`src/rtl/core_sequencer_if.sv`:
```
`default_nettype none
// ============================================================================
// Module   : core_sequencer_if
// Purpose  : Handshake, fetch and branch-target-LUT bundle between the
//            top level / datapath (master) and the core sequencer (slave).
// Revision : 1.0  initial release
// ============================================================================
interface core_sequencer_if #(
  parameter int PC_W    = 8,
  parameter int INSTR_W = 9,
  parameter int IDX_W   = 5,
  parameter int CNT_W   = 16
);
  // Run control and fetch stream
  logic               start;
  logic [INSTR_W-1:0] instr;
  logic               stall;
  logic               branch_taken;
  logic [IDX_W-1:0]   branch_idx;
  // Branch-target LUT write port
  logic               lut_we;
  logic [IDX_W-1:0]   lut_waddr;
  logic [PC_W-1:0]    lut_wdata;
  // Sequencer status
  logic [PC_W-1:0]    pc;
  logic               fetch_valid;
  logic               busy;
  logic               done;
  logic [1:0]         halt_code;
  logic [CNT_W-1:0]   cycle_count;
  logic [CNT_W-1:0]   retire_count;

  modport master (
    output start, instr, stall, branch_taken, branch_idx,
    output lut_we, lut_waddr, lut_wdata,
    input  pc, fetch_valid, busy, done, halt_code, cycle_count, retire_count
  );

  modport slave (
    input  start, instr, stall, branch_taken, branch_idx,
    input  lut_we, lut_waddr, lut_wdata,
    output pc, fetch_valid, busy, done, halt_code, cycle_count, retire_count
  );
endinterface
`default_nettype wire

```
`src/rtl/core_sequencer.sv`:
```
`default_nettype none
// ============================================================================
// Module   : core_sequencer
// Purpose  : Fetch/run sequencer for the 9-bit core. Owns the PC, a writable
//            branch-target LUT, the start/done handshake and halt detection
//            (zero-instruction run, end of program space, cycle timeout).
// Revision : 1.0  initial release
// ============================================================================
module core_sequencer #(
  parameter int PC_W       = 8,
  parameter int INSTR_W    = 9,
  parameter int LUT_DEPTH  = 32,
  parameter int HALT_ZEROS = 1,
  parameter int CNT_W      = 16,
  parameter int MAX_CYCLES = 4096,
  parameter int START_PC   = 0
) (
  input wire              clk,
  input wire              reset,
  core_sequencer_if.slave bus
);

  localparam int IDX_W = $clog2(LUT_DEPTH);
  // Zero-run counter must reach HALT_ZEROS on the halting retire
  localparam int ZW    = $clog2(HALT_ZEROS + 1);

  localparam logic [CNT_W-1:0] c_cyc_last  = CNT_W'(MAX_CYCLES - 1);
  localparam logic [PC_W-1:0]  c_start_pc  = PC_W'(START_PC);
  localparam logic [ZW-1:0]    c_zero_last = ZW'(HALT_ZEROS - 1);
  localparam logic [1:0]       c_hc_none   = 2'b00;
  localparam logic [1:0]       c_hc_zero   = 2'b01;
  localparam logic [1:0]       c_hc_end    = 2'b10;
  localparam logic [1:0]       c_hc_tmo    = 2'b11;

  typedef enum logic [1:0] {
    ST_IDLE = 2'd0,
    ST_RUN  = 2'd1,
    ST_DONE = 2'd2
  } state_t;

  state_t           state_q, state_d;
  logic [PC_W-1:0]  pc_q, pc_d;
  logic [1:0]       halt_code_q, halt_code_d;
  logic [CNT_W-1:0] cycle_q, cycle_d;
  logic [CNT_W-1:0] retire_q, retire_d;
  logic [ZW-1:0]    zrun_q, zrun_d;
  logic [PC_W-1:0]  lut_q [LUT_DEPTH];
  logic [PC_W-1:0]  lut_d [LUT_DEPTH];

  logic             retire;
  logic             instr_zero;
  logic             halt_zero;
  logic             halt_end;
  logic             halt_tmo;
  logic [IDX_W-1:0] rd_idx;
  logic [PC_W-1:0]  branch_target;

  // Branch target read is combinational; a same-cycle write shows up next cycle
  assign rd_idx        = bus.branch_idx;
  assign branch_target = lut_q[rd_idx];

  assign retire     = (state_q == ST_RUN) && !bus.stall;
  assign instr_zero = (bus.instr == '0);
  assign halt_zero  = retire && instr_zero && (zrun_q == c_zero_last);
  assign halt_end   = retire && (pc_q == '1) && !bus.branch_taken;
  assign halt_tmo   = (state_q == ST_RUN) && (cycle_q == c_cyc_last);

  // LUT write port, honoured in every state
  always_comb begin
    lut_d = lut_q;
    if (bus.lut_we) begin
      lut_d[bus.lut_waddr] = bus.lut_wdata;
    end
  end

  // LUT storage, cleared by reset
  always_ff @(posedge clk or posedge reset) begin
    if (reset) begin
      for (int i = 0; i < LUT_DEPTH; i++) begin
        lut_q[i] <= '0;
      end
    end else begin
      lut_q <= lut_d;
    end
  end

  // Next-state, PC, counter and halt-code computation
  always_comb begin
    state_d     = state_q;
    pc_d        = pc_q;
    halt_code_d = halt_code_q;
    cycle_d     = cycle_q;
    retire_d    = retire_q;
    zrun_d      = zrun_q;
    case (state_q)
      ST_IDLE, ST_DONE: begin
        if (bus.start) begin
          state_d     = ST_RUN;
          pc_d        = c_start_pc;
          halt_code_d = c_hc_none;
          cycle_d     = '0;
          retire_d    = '0;
          zrun_d      = '0;
        end
      end
      ST_RUN: begin
        cycle_d = cycle_q + CNT_W'(1);
        if (retire) begin
          retire_d = (retire_q == '1) ? retire_q : retire_q + CNT_W'(1);
          zrun_d   = instr_zero ? zrun_q + ZW'(1) : '0;
          pc_d     = bus.branch_taken ? branch_target : pc_q + PC_W'(1);
        end
        // On halt the PC keeps pointing at the halting instruction
        if (halt_zero || halt_end || halt_tmo) begin
          state_d = ST_DONE;
          pc_d    = pc_q;
          if (halt_zero) begin
            halt_code_d = c_hc_zero;
          end else if (halt_end) begin
            halt_code_d = c_hc_end;
          end else begin
            halt_code_d = c_hc_tmo;
          end
        end
      end
      default: begin
        state_d = ST_IDLE;
      end
    endcase
  end

  // Sequencer state registers
  always_ff @(posedge clk or posedge reset) begin
    if (reset) begin
      state_q     <= ST_IDLE;
      pc_q        <= '0;
      halt_code_q <= c_hc_none;
      cycle_q     <= '0;
      retire_q    <= '0;
      zrun_q      <= '0;
    end else begin
      state_q     <= state_d;
      pc_q        <= pc_d;
      halt_code_q <= halt_code_d;
      cycle_q     <= cycle_d;
      retire_q    <= retire_d;
      zrun_q      <= zrun_d;
    end
  end

  assign bus.pc           = pc_q;
  assign bus.fetch_valid  = retire;
  assign bus.busy         = (state_q == ST_RUN);
  assign bus.done         = (state_q == ST_DONE);
  assign bus.halt_code    = halt_code_q;
  assign bus.cycle_count  = cycle_q;
  assign bus.retire_count = retire_q;

endmodule
`default_nettype wire

```
`src/flat_wrapper.sv`:
```
// flat-port wrapper written by rule: the top's interface ports become plain ports
module core_sequencer_flat 
#(
  parameter int PC_W       = 8,
  parameter int INSTR_W    = 9,
  parameter int LUT_DEPTH  = 32,
  parameter int HALT_ZEROS = 1,
  parameter int CNT_W      = 16,
  parameter int MAX_CYCLES = 4096,
  parameter int START_PC   = 0
)
  (clk, reset, bus_start, bus_instr, bus_stall, bus_branch_taken, bus_branch_idx, bus_lut_we, bus_lut_waddr, bus_lut_wdata, bus_pc, bus_fetch_valid, bus_busy, bus_done, bus_halt_code, bus_cycle_count, bus_retire_count);
  core_sequencer_if #(.PC_W(PC_W), .INSTR_W(INSTR_W), .IDX_W(5), .CNT_W(CNT_W)) bus_i ();
  input wire clk;
  input wire reset;
  input wire logic [$bits(bus_i.start)-1:0] bus_start;
  input wire logic [$bits(bus_i.instr)-1:0] bus_instr;
  input wire logic [$bits(bus_i.stall)-1:0] bus_stall;
  input wire logic [$bits(bus_i.branch_taken)-1:0] bus_branch_taken;
  input wire logic [$bits(bus_i.branch_idx)-1:0] bus_branch_idx;
  input wire logic [$bits(bus_i.lut_we)-1:0] bus_lut_we;
  input wire logic [$bits(bus_i.lut_waddr)-1:0] bus_lut_waddr;
  input wire logic [$bits(bus_i.lut_wdata)-1:0] bus_lut_wdata;
  output wire logic [$bits(bus_i.pc)-1:0] bus_pc;
  output wire logic [$bits(bus_i.fetch_valid)-1:0] bus_fetch_valid;
  output wire logic [$bits(bus_i.busy)-1:0] bus_busy;
  output wire logic [$bits(bus_i.done)-1:0] bus_done;
  output wire logic [$bits(bus_i.halt_code)-1:0] bus_halt_code;
  output wire logic [$bits(bus_i.cycle_count)-1:0] bus_cycle_count;
  output wire logic [$bits(bus_i.retire_count)-1:0] bus_retire_count;
  assign bus_i.start = bus_start;
  assign bus_i.instr = bus_instr;
  assign bus_i.stall = bus_stall;
  assign bus_i.branch_taken = bus_branch_taken;
  assign bus_i.branch_idx = bus_branch_idx;
  assign bus_i.lut_we = bus_lut_we;
  assign bus_i.lut_waddr = bus_lut_waddr;
  assign bus_i.lut_wdata = bus_lut_wdata;
  assign bus_pc = bus_i.pc;
  assign bus_fetch_valid = bus_i.fetch_valid;
  assign bus_busy = bus_i.busy;
  assign bus_done = bus_i.done;
  assign bus_halt_code = bus_i.halt_code;
  assign bus_cycle_count = bus_i.cycle_count;
  assign bus_retire_count = bus_i.retire_count;
  core_sequencer #(.PC_W(PC_W), .INSTR_W(INSTR_W), .LUT_DEPTH(LUT_DEPTH), .HALT_ZEROS(HALT_ZEROS), .CNT_W(CNT_W), .MAX_CYCLES(MAX_CYCLES), .START_PC(START_PC)) u_core (.clk(clk), .reset(reset), .bus(bus_i));
endmodule
```
`config.mk`:
```
export PLATFORM = sky130hd
export DESIGN_NAME = core_sequencer_flat
export DESIGN_NICKNAME = d
export VERILOG_FILES = /design/src/rtl/core_sequencer_if.sv /design/src/rtl/core_sequencer.sv /design/src/flat_wrapper.sv
export SDC_FILE = /design/constraint.sdc
export NUM_CORES = 1
export LEC_CHECK = 0
export ABC_AREA = 1
export CORE_ASPECT_RATIO = 0.9
export CORE_MARGIN = 2
export CORE_UTILIZATION = 25
export DETAILED_ROUTE_END_ITERATION = 8
export GPL_ROUTABILITY_DRIVEN = 0
export PLACE_DENSITY = 0.36
export SYNTH_ARGS = -nofsm -noshare
export SYNTH_HDL_FRONTEND = slang
export SYNTH_SLANG_ARGS = --single-unit
```
`constraint.sdc`:
```
create_clock -name clk -period 17.09 [get_ports clk]
set_clock_uncertainty 0.2 [all_clocks]
set_input_delay 3.418 -clock clk [delete_from_list [all_inputs] [get_ports clk]]
set_output_delay 3.418 -clock clk [all_outputs]
set_load 0.02 [all_outputs]
```
Word level (Yosys, flattened, before mapping)
Cells that the tools add are included.
Widths: inputs -> output; s select.
{"block": "classes", "addsub": 4, "order_cmp": 3, "n_eq_ne": 10, "mux": 28, "bitwise": 3, "n_reduce_logical": 21}
{"op": "$bwmux 256", "count": 1}
{"op": "$pmux 16 s2", "count": 2}
{"op": "$mux 8", "count": 7}
{"op": "$mux 16", "count": 3}
{"op": "$bmux 8 s5", "count": 1}
{"op": "$demux 8 s5", "count": 1}
{"op": "$add 16x1->16 const B", "count": 2}
{"op": "$eq 16x12->1 const B", "count": 1}
{"op": "$eq 16x16->1 const B", "count": 1}
{"op": "$pmux 8 s2", "count": 1}
{"op": "$ge 6x6->1 const B", "count": 2}
{"op": "$not 5->6", "count": 2}
{"op": "$mux 2", "count": 5}
{"op": "$logic_not 9->1", "count": 1}
{"op": "$add 8x1->8 const B", "count": 1}
{"op": "$eq 8x8->1 const B", "count": 1}
{"op": "$pmux 2 s2", "count": 2}
{"op": "$reduce_and 4->1", "count": 2}
{"op": "$logic_and 1x1->1", "count": 7}
{"op": "$lt 6x1->1 const B", "count": 1}
{"op": "$ne 2x2->1 const B", "count": 3}
{"op": "$reduce_and 3->1", "count": 2}
{"op": "$mux 1", "count": 4}
{"op": "$ne 2x1->1 const B", "count": 2}
{"op": "11 further kinds", "count": 14}
{"block": "word_totals", "reg_bits": 301, "inputBits": 33, "output_inout_bits": 45, "word_cells": 107}

Logic depth before layout (Yosys ltp)
Gate-level depths: netlist of the first run.
{"block": "depth", "word_depth": 8, "depth_mapped": 13, "ltp_nobuf": 12}

Least setup slack after synthesis of the first run
No wires, ideal clock.
{"block": "synth_timing", "path_kind": "input-to-output", "start": "input bus_stall", "end": "output bus_fetch_valid", "arrival_ns": 3.744, "required_time_ns": 13.472, "slack_ns": 9.728, "cell_stages": 1, "n_path_buf": 0, "path_cell_list": "nor2_2"}
{"block": "synth_between", "elab_chain_len": 2}
{"element": "from (decl)", "line_no": "flat_wrapper.sv:18", "text": "input wire logic [$bits(bus_i.stall)-1:0] bus_stall;"}
{"element": "$logic_not 1->1", "line_no": "core_sequencer.sv:62", "text": "assign retire = (state_q == ST_RUN) && !bus.stall;"}
{"element": "$logic_and 1x1->1", "line_no": "core_sequencer.sv:62"}
{"element": "to (decl)", "line_no": "flat_wrapper.sv:25", "text": "output wire logic [$bits(bus_i.fetch_valid)-1:0] bus_fetch_valid;"}
No other way between the ends.

Final worst setup path of the first run
Same ends and word-level chain as after synthesis.

==> flow_summary.toml, run 1 <==
[layout]
syn_to_final_growth_pct = 18.0
seq_area_um2 = 7530
fillers = 6214
instances_no_fill = 2639
final_common_cell = "nand2_1"
final_layout_size_suffix_gt1_share_pct = 5.71
n_antenna_cell = 0
nets = 1886
multi_input_area_um2 = 6030
layout_common_cells = "658 x nand2_1, 301 x dfrtp_1, 246 x nand3_1, 238 x o21ai_0, 75 x clkdlybuf4s50_1"

[place]
dp_cells = 2574
numPortBuffers = 77
dp_hpwl_mm = 27.9
pre_cts_ws_ps = 8590

[sta]
slew_viol_final = 0
slew_headroom_pct = 28.2
finalSetupViolations = 0
worstMarginPinSlew_ps = 1070
setup_slack_ps = 8620
rsz0062_at_grt = "no"
timing.fmax_mhz = 118
finalSetupTns_ps = 0
finalCritPeriodShare_pct = 49.6
hold_viol = 0
period_minus_slack_ps = 8470

[logic_synthesis]
yosysTopAreaCell = "dfrtp_1"
synth_edf_count = 0
yosysWarnings = 0
yosys.area.top_type_share_pct = 52.7
netlist_area_um2 = 14300
yosys-top-cells-area = "dfrtp_1 53%, nand2_1 17%, nand3_1 8.6%"
ys_seq_area_share_pct = 52.7
synth_cells = 1827
yosysUniqueCellTypes = 35
synth-seq-cells = 301
synthFlopType = "dfrtp_1"
ys_async_sr_fraction_pct = 100
avgSynthCellArea_um2 = 7.83
synth_fp_nets = 1863

[worst_setup_path]
cp-end-kind = "output pin"
crit_fanout = 8
crit_required_ps = 13470
cp-start-kind = "input port"
path_class = "input port to output pin"
crit_arrival_ps = 4850

[grt]
grt_pass1_wl_mm = 73.1
grt_remaining_overflow = 0
grt_usage_pct = 15.9
grt_max_degree = 100
grt_pass1_vias = 11600
antenna_found_initial = 0

[flow_run]
cap_violations = 0

[outcome]
status = "completed"

[clocking]
postCtsSetupBuffers = 0
cts_root_buf = "clkbuf_16"
holdBufCountCts = 0
clock-sinks = 301
clk_latency_ps = 550
cts-htree-levels = 2
clk_pin_slew_ps = 50
post_cts_resize_count = 0
cts_tree = "done"
cts_buffers = 39
cts.path.max_buffers = 3

[power_and_ir_drop]
finalPower_uw = 2140
leakagePower_uw = 0.00752
ir_drop_uv = 57.4
powerDensity_nw_per_um2 = 127

[detailed_routing]
drt_iter0_markers = 835
wire_per_inst_um = 17.7
wirelength_mm = 46.6
vias = 12200
routed_via_density = 4.61
ant_nets = 0
drc_errors = 0
firstDrtPassIters = 5

[die]
coreArea_um2 = 56800
die-area_um2 = 59100
start_util_pct = 25.2
io_pins = 78
die_h_um = 231
die_x_um = 256
rows = 83

[min_path]
hold_path.class = "register to register"
## cells in the mapped netlist (5+ instances only)
library cell	n
a21oi_1	55
buf_1	10
buf_2	34
clkbuf_1	66
dfrtp_1	301
inv_1	59
inv_2	7
nand2_1	658
nand3_1	246
nand4_1	14
nor2_1	74
nor2_2	5
nor3_1	14
nor3_2	6
o21ai_0	238
o21ai_2	6
o31ai_1	5
## layer usage
layer	part of all wire (%)	vias up	GRT usage, %
met5	0	-	0
met1	52	5869	23.8
met2	43	221	24.0
met4	1.7	0	4.09
met3	3.6	45	2.22
li1	-	6040	-
## worst max-delay path, stage by stage
cell and delay, ps:
clkdlybuf4s50_1 430, nor2_2 320, clkdlybuf4s50_1 680
## kinds of logic (layout without fill, tap and decap cells)
| family | after synthesis | count (layout) | share of synthesized area, % |
|---|---|---|---|
| AOI/OAI and AO/OA | 307 | 307 | 11.0 |
| DFF | 301 | 301 | 52.7 |
| buffers and inverters | 180 | 227 | 5.20 |
| and+or+nand+nor | 1031 | 1031 | 30.5 |
| adders and majority gates | 3 | 3 | 0.262 |
| xor gates and xnor gates | 5 | 5 | 0.306 |
## area by class of cell
| type | instances | area share (%) |
|---|---|---|
| Clock inverter | 3 | 0.104 |
| Multi-Input combinational cell | 1346 | 35.7 |
| Inverter | 66 | 1.55 |
| Clock buffer | 62 | 6.96 |
| Tap cell | 765 | 5.67 |
| Sequential cell | 301 | 44.6 |
| Timing Repair Buffer | 96 | 5.37 |
## report_power, final
| part | leakage [uW] | internal [uW] | total (uW) | switching [uW] |
|---|---|---|---|---|
| sequential | 0.00388 | 853 | 945 | 92.0 |
| combinational | 0.00307 | 159 | 403 | 245 |
| clock | 0.000580 | 467 | 786 | 319 |
| total | 0.00752 | 1480 | 2140 | 656 |
## per-stage QoR
step | utilization [%] | hold WS (ps) | instance area (um^2)
after global placement | 27.6 | 266 | 15700
after detailed placement | 27.6 | 272 | 15700
after CTS | 29.7 | 287 | 16900
after floorplan | - | 253 | 14300
final | 29.7 | 280 | 16900
after global routing | 29.7 | 299 | 16900
## worst paths after layout
check                                  start                       to  slack (ps)  cells after the start
max in group asynchronous              reset        u_core.lut_q[181]       11940                      3
max reg2reg                u_core.state_q[1]  u_core.bus.halt_code[0]       14420                     10
min                        u_core.lut_q[204]        u_core.lut_q[204]         280                      2
min in group asynchronous              reset         u_core.lut_q[23]        3190                      2
max                                bus_stall          bus_fetch_valid        8620                      3
min reg2reg                u_core.lut_q[204]        u_core.lut_q[204]         280                      2
## sequential cells by signal, summed over array words and instances (netlist names)
name	cells
u_core.lut_q	256
u_core.bus.cycle_count	16
u_core.bus.retire_count	16
u_core.bus.pc	8
u_core.bus.halt_code	2
u_core.state_q	2
u_core.zrun_q	1
No activity file was read; power rests on OpenSTA's default activity.
==> run 2, diff against run 1 <==
==> constraint.sdc (replaced) <==
create_clock -name clk -period 8.8 [get_ports clk]
set_clock_uncertainty 0.2 [all_clocks]
set_input_delay 1.76 -clock clk [delete_from_list [all_inputs] [get_ports clk]]
set_output_delay 1.76 -clock clk [all_outputs]
set_load 0.02 [all_outputs]
==> run 2 against run 1 <==
Net effect: via count down 0.72%; sequential share of layout area down 0.089 points; flip-flop and latch count unchanged; largest power group unchanged; global-route usage up 0.15 points; total power up 96%; highest routed layer unchanged.
==> flow_summary.toml, run 2 (synthesis results as in run 1) <==
[outcome]
status = "completed"

[detailed_routing]
wire_per_inst_um = 17.9
wirelength_mm = 47.3
drt_iter0_markers = 822
routed_via_density = 4.58
drc_errors = 0
firstDrtPassIters = 7
ant_nets = 0
vias = 12100

[worst_setup_path]
r2r_start = "u_core.state_q[1]"
cp-end-kind = "output pin"
cp_slowest_cell = "clkdlybuf4s50_1"
slowest_delay_ps = 680
cp-start-kind = "input port"
r2r_slack_ps = 6100
reg2reg_depth = 10
cpMostUsedCell = "clkdlybuf4s50_1"
crit_chain = "clkdlybuf4s50_1 -> nor2_2 -> clkdlybuf4s50_1"
crit_arrival_ps = 3170
crit_fanout = 8
startpoint = "bus_stall"
r2r-end = "u_core.bus.halt_code[0]"
crit_required_ps = 6840
path_class = "input port to output pin"

[sta]
fin_hold_ws_ps = 281
worstMarginPinSlew_ps = 1140
hold_viol = 0
finalCritPeriodShare_pct = 58.3
finalSetupTns_ps = 0
slew_viol_final = 0
rsz0062_at_grt = "no"
setup_slack_ps = 3670
timing.fmax_mhz = 195
period_minus_slack_ps = 5130
finalSetupViolations = 0
slew_headroom_pct = 23.5

[layout]
layout_common_cells = "658 x nand2_1, 301 x dfrtp_1, 246 x nand3_1, 238 x o21ai_0, 75 x clkdlybuf4s50_1"
fillers = 6176
n_antenna_cell = 0
syn_to_final_growth_pct = 18.2
nets = 1885
final_common_cell = "nand2_1"
final_layout_size_suffix_gt1_share_pct = 5.82
top_register = "u_core.lut_q"
fin_util_pct = 29.8
largest_register_ffs = 256

[grt]
grt_pass1_vias = 11600
grt_pass1_wl_mm = 73.8
grt_max_degree = 136
grt_remaining_overflow = 0
grt_usage_pct = 16.1
antenna_found_initial = 0

[die]
die_x_um = 256
start_util_pct = 25.2
die_h_um = 231
io_pins = 78
rows = 83
coreArea_um2 = 56800
die-area_um2 = 59100

[min_path]
hold_start = "u_core.lut_q[116]"
hold_path.class = "register to register"
holdPathStages = 2
worstHoldEndpoint = "u_core.lut_q[116]"

[clocking]
clock-sinks = 301
cts_root_buf = "clkbuf_16"
post_cts_resize_count = 0
clk_latency_ps = 550
postCtsSetupBuffers = 0
cts_tree = "done"
cts.path.max_buffers = 3
clk_pin_slew_ps = 60
cts_buffers = 39
holdBufCountCts = 0
cts-htree-levels = 2

[place]
dp_hpwl_mm = 28.4
pre_cts_ws_ps = 3650
numPortBuffers = 77

[flow_run]
cap_violations = 0

[power_and_ir_drop]
leakagePower_uw = 0.00753
powerDensity_nw_per_um2 = 248
ir_drop_uv = 117
finalPower_uw = 4190
-- run 2: report_power, final --
part / switching (uW) / internal [uW]
sequential: 177 / 1660
clock: 631 / 937
combinational: 477 / 308
-- run 2: area by class of cell --
| type | count | area, um^2 | area share, % |
|---|---|---|---|
| Timing Repair Buffer | 95 | 911 | 5.39 |
| Multi-Input combinational cell | 1346 | 6030 | 35.6 |
| Sequential cell | 301 | 7530 | 44.5 |
| Clock buffer | 60 | 1170 | 6.90 |
| Tap cell | 765 | 957 | 5.66 |
| Clock inverter | 6 | 57.6 | 0.340 |
| Inverter | 66 | 258 | 1.52 |
-- run 2: layer usage --
metal	part of all wire, %	GRT usage, %	up-vias	wire [um]
met3	4.4	3.21	44	2070
met1	51	23.9	5794	24300
met5	0	0	-	0
met4	1.3	3.07	0	606
li1	-	-	6039	-
met2	43	24.1	210	20300
-- run 2: worst max-delay path by stage --
stage	end	slack (ps)
2_1_floorplan	u_core.bus.cycle_count[0]	2840
3_3_place_gp	bus_fetch_valid	3670
3_5_place_dp	bus_fetch_valid	3650
4_1_cts	bus_fetch_valid	3630
5_1_grt	bus_fetch_valid	3590
6_report	bus_fetch_valid	3670
-- run 2: worst max-delay path, delay by kind of cell --
| family | cells | cell delay, ps |
|---|---|---|
| simple gates | 1 | 310 |
| buf+inv | 2 | 1100 |
-- run 2: stage by stage --
| step | cell area (um^2) | std cells |
|---|---|---|
| global placement | 15700 | 2573 |
| global route | 16900 | 2639 |
| CTS | 16900 | 2639 |
| finish | 16900 | 2639 |
| detailed placement | 15700 | 2573 |
| floorplan | 14300 | 1827 |
==> run 3, diff against run 2 <==
--- a/config.mk
+++ b/config.mk
@@ -11,7 +11,7 @@
 export CORE_UTILIZATION = 25
 export DETAILED_ROUTE_END_ITERATION = 8
 export GPL_ROUTABILITY_DRIVEN = 0
-export PLACE_DENSITY = 0.36
+export PLACE_DENSITY = 0.37
 export SYNTH_ARGS = -nofsm -noshare
 export SYNTH_HDL_FRONTEND = slang
 export SYNTH_SLANG_ARGS = --single-unit
==> constraint.sdc (replaced) <==
create_clock -name clk -period 4.25 [get_ports clk]
set_clock_uncertainty 0.2 [all_clocks]
set_input_delay 0.85 -clock clk [delete_from_list [all_inputs] [get_ports clk]]
set_output_delay 0.85 -clock clk [all_outputs]
set_load 0.02 [all_outputs]
==> run 3 against run 2 <==
Net effect: clock power up 110%; critical path depth unchanged; setup slack worse by 2700 ps; routed wire length about the same; die area unchanged; hold slack about the same; critical endpoint unchanged; largest power group unchanged.
==> flow_summary.toml, run 3 (synthesis results as in run 1) <==
[die]
rows = 83
io_pins = 78
coreArea_um2 = 56800
start_util_pct = 25.2
die-area_um2 = 59100
die_h_um = 231
die_x_um = 256

[worst_setup_path]
r2r_start = "u_core.bus.retire_count[0]"
r2r_slack_ps = 1950
cp-end-kind = "output pin"
crit_fanout = 8
cp_slowest_cell = "clkdlybuf4s50_1"
cpMostUsedCell = "clkdlybuf4s50_1"
slowest_delay_ps = 680
crit_required_ps = 3200
crit_arrival_ps = 2260
path_class = "input port to output pin"
crit_chain = "clkdlybuf4s50_1 -> nor2_2 -> clkdlybuf4s50_1"
reg2reg_depth = 11
r2r-end = "u_core.bus.retire_count[6]"
cp-start-kind = "input port"

[sta]
rsz0062_at_grt = "no"
finalCritPeriodShare_pct = 77.9
period_minus_slack_ps = 3310
hold_viol = 0
timing.fmax_mhz = 302
slew_headroom_pct = 37.0
worstMarginPinSlew_ps = 938
slew_viol_final = 0
finalSetupViolations = 0
finalSetupTns_ps = 0

[grt]
grt_usage_pct = 16.3
grt_remaining_overflow = 0
grt_pass1_wl_mm = 75.0
antenna_found_initial = 0
grt_pass1_vias = 12100
grt_max_degree = 129

[clocking]
cts-htree-levels = 2
cts.path.max_buffers = 3
postCtsSetupBuffers = 0
cts_root_buf = "clkbuf_16"
clk_pin_slew_ps = 50
clock-sinks = 301
post_cts_resize_count = 0
cts_tree = "done"
cts_buffers = 38
clk_latency_ps = 550
holdBufCountCts = 0

[detailed_routing]
drc_errors = 0
drt_iter0_markers = 873
vias = 12300
routed_via_density = 4.61
firstDrtPassIters = 5
ant_nets = 0
wirelength_mm = 47.3
wire_per_inst_um = 17.7

[min_path]
worstHoldEndpoint = "u_core.lut_q[237]"
holdPathStages = 2
hold_path.class = "register to register"
hold_start = "u_core.lut_q[237]"

[place]
numPortBuffers = 77
dp_hpwl_mm = 29.5

[power_and_ir_drop]
leakagePower_uw = 0.00775
finalPower_uw = 8810
ir_drop_uv = 219
powerDensity_nw_per_um2 = 510

[layout]
final_common_cell = "nand2_1"
nets = 1913
n_antenna_cell = 0
largest_register_ffs = 256
layout_common_cells = "658 x nand2_1, 301 x dfrtp_1, 246 x nand3_1, 238 x o21ai_0, 75 x clkdlybuf4s50_1"
final_layout_size_suffix_gt1_share_pct = 7.56
top_register = "u_core.lut_q"
syn_to_final_growth_pct = 20.9

[flow_run]
cap_violations = 0

[outcome]
status = "completed"
-- run 3: cell types whose count changed in the layout (fill, tap and decap cells not counted), sizes merged --
cell and change:
clkbuf +2, clkinvlp -1, buf +29, clkinv -1
inv +2
-- run 3: power breakdown --
part | switching (uW) | total (uW) | internal (uW)
Sequential | 370 | 3800 | 3430
Clock | 1300 | 3350 | 2050
Combinational | 997 | 1660 | 664
Total | 2660 | 8810 | 6150
-- run 3: critical path: cells and delay by family --
family | cells | cell delay (ps)
buf+inv | 2 | 1110
simple gates | 1 | 300
-- run 3: worst max-delay path by stage --
stage | slack [ps] | startpoint | endpoint
2_1_floorplan | -800 | reset | u_core.bus.cycle_count[0]
3_3_place_gp | 910 | bus_stall | bus_fetch_valid
3_5_place_dp | 930 | bus_stall | bus_fetch_valid
4_1_cts | 900 | bus_stall | bus_fetch_valid
5_1_grt | 850 | bus_stall | bus_fetch_valid
6_report | 940 | bus_stall | bus_fetch_valid
-- run 3: stage by stage --
step	hold WS, ps	setup WS [ps]	cell area (um^2)	cells	utilization [%]
global route	300	846	17300	2670	30.4
floorplan	253	-801	14300	1827	-
finish	281	937	17300	2670	30.4
CTS	287	900	17300	2670	30.4
global placement	265	915	16000	2602	28.1
detailed placement	273	927	16000	2602	28.1
-- run 3: final cells by class --
class	instances	area [um^2]
tap	765	957
fill	6134	39500
sequential	301	7530
timing repair buffer	124	1220
multi-input combinational	1346	6030
inverter	66	256
clock buffer	62	1240
clock inverter	6	55.1
-- run 3: metal layers --
metal	share of wire, %	up-vias	GRT usage, %	wire (um)
met2	43	223	25.1	20500
met1	50	5915	23.7	23800
met4	2.0	0	4.51	945
met3	4.4	57	2.53	2100
met5	0	-	0	0
li1	-	6102	-	-
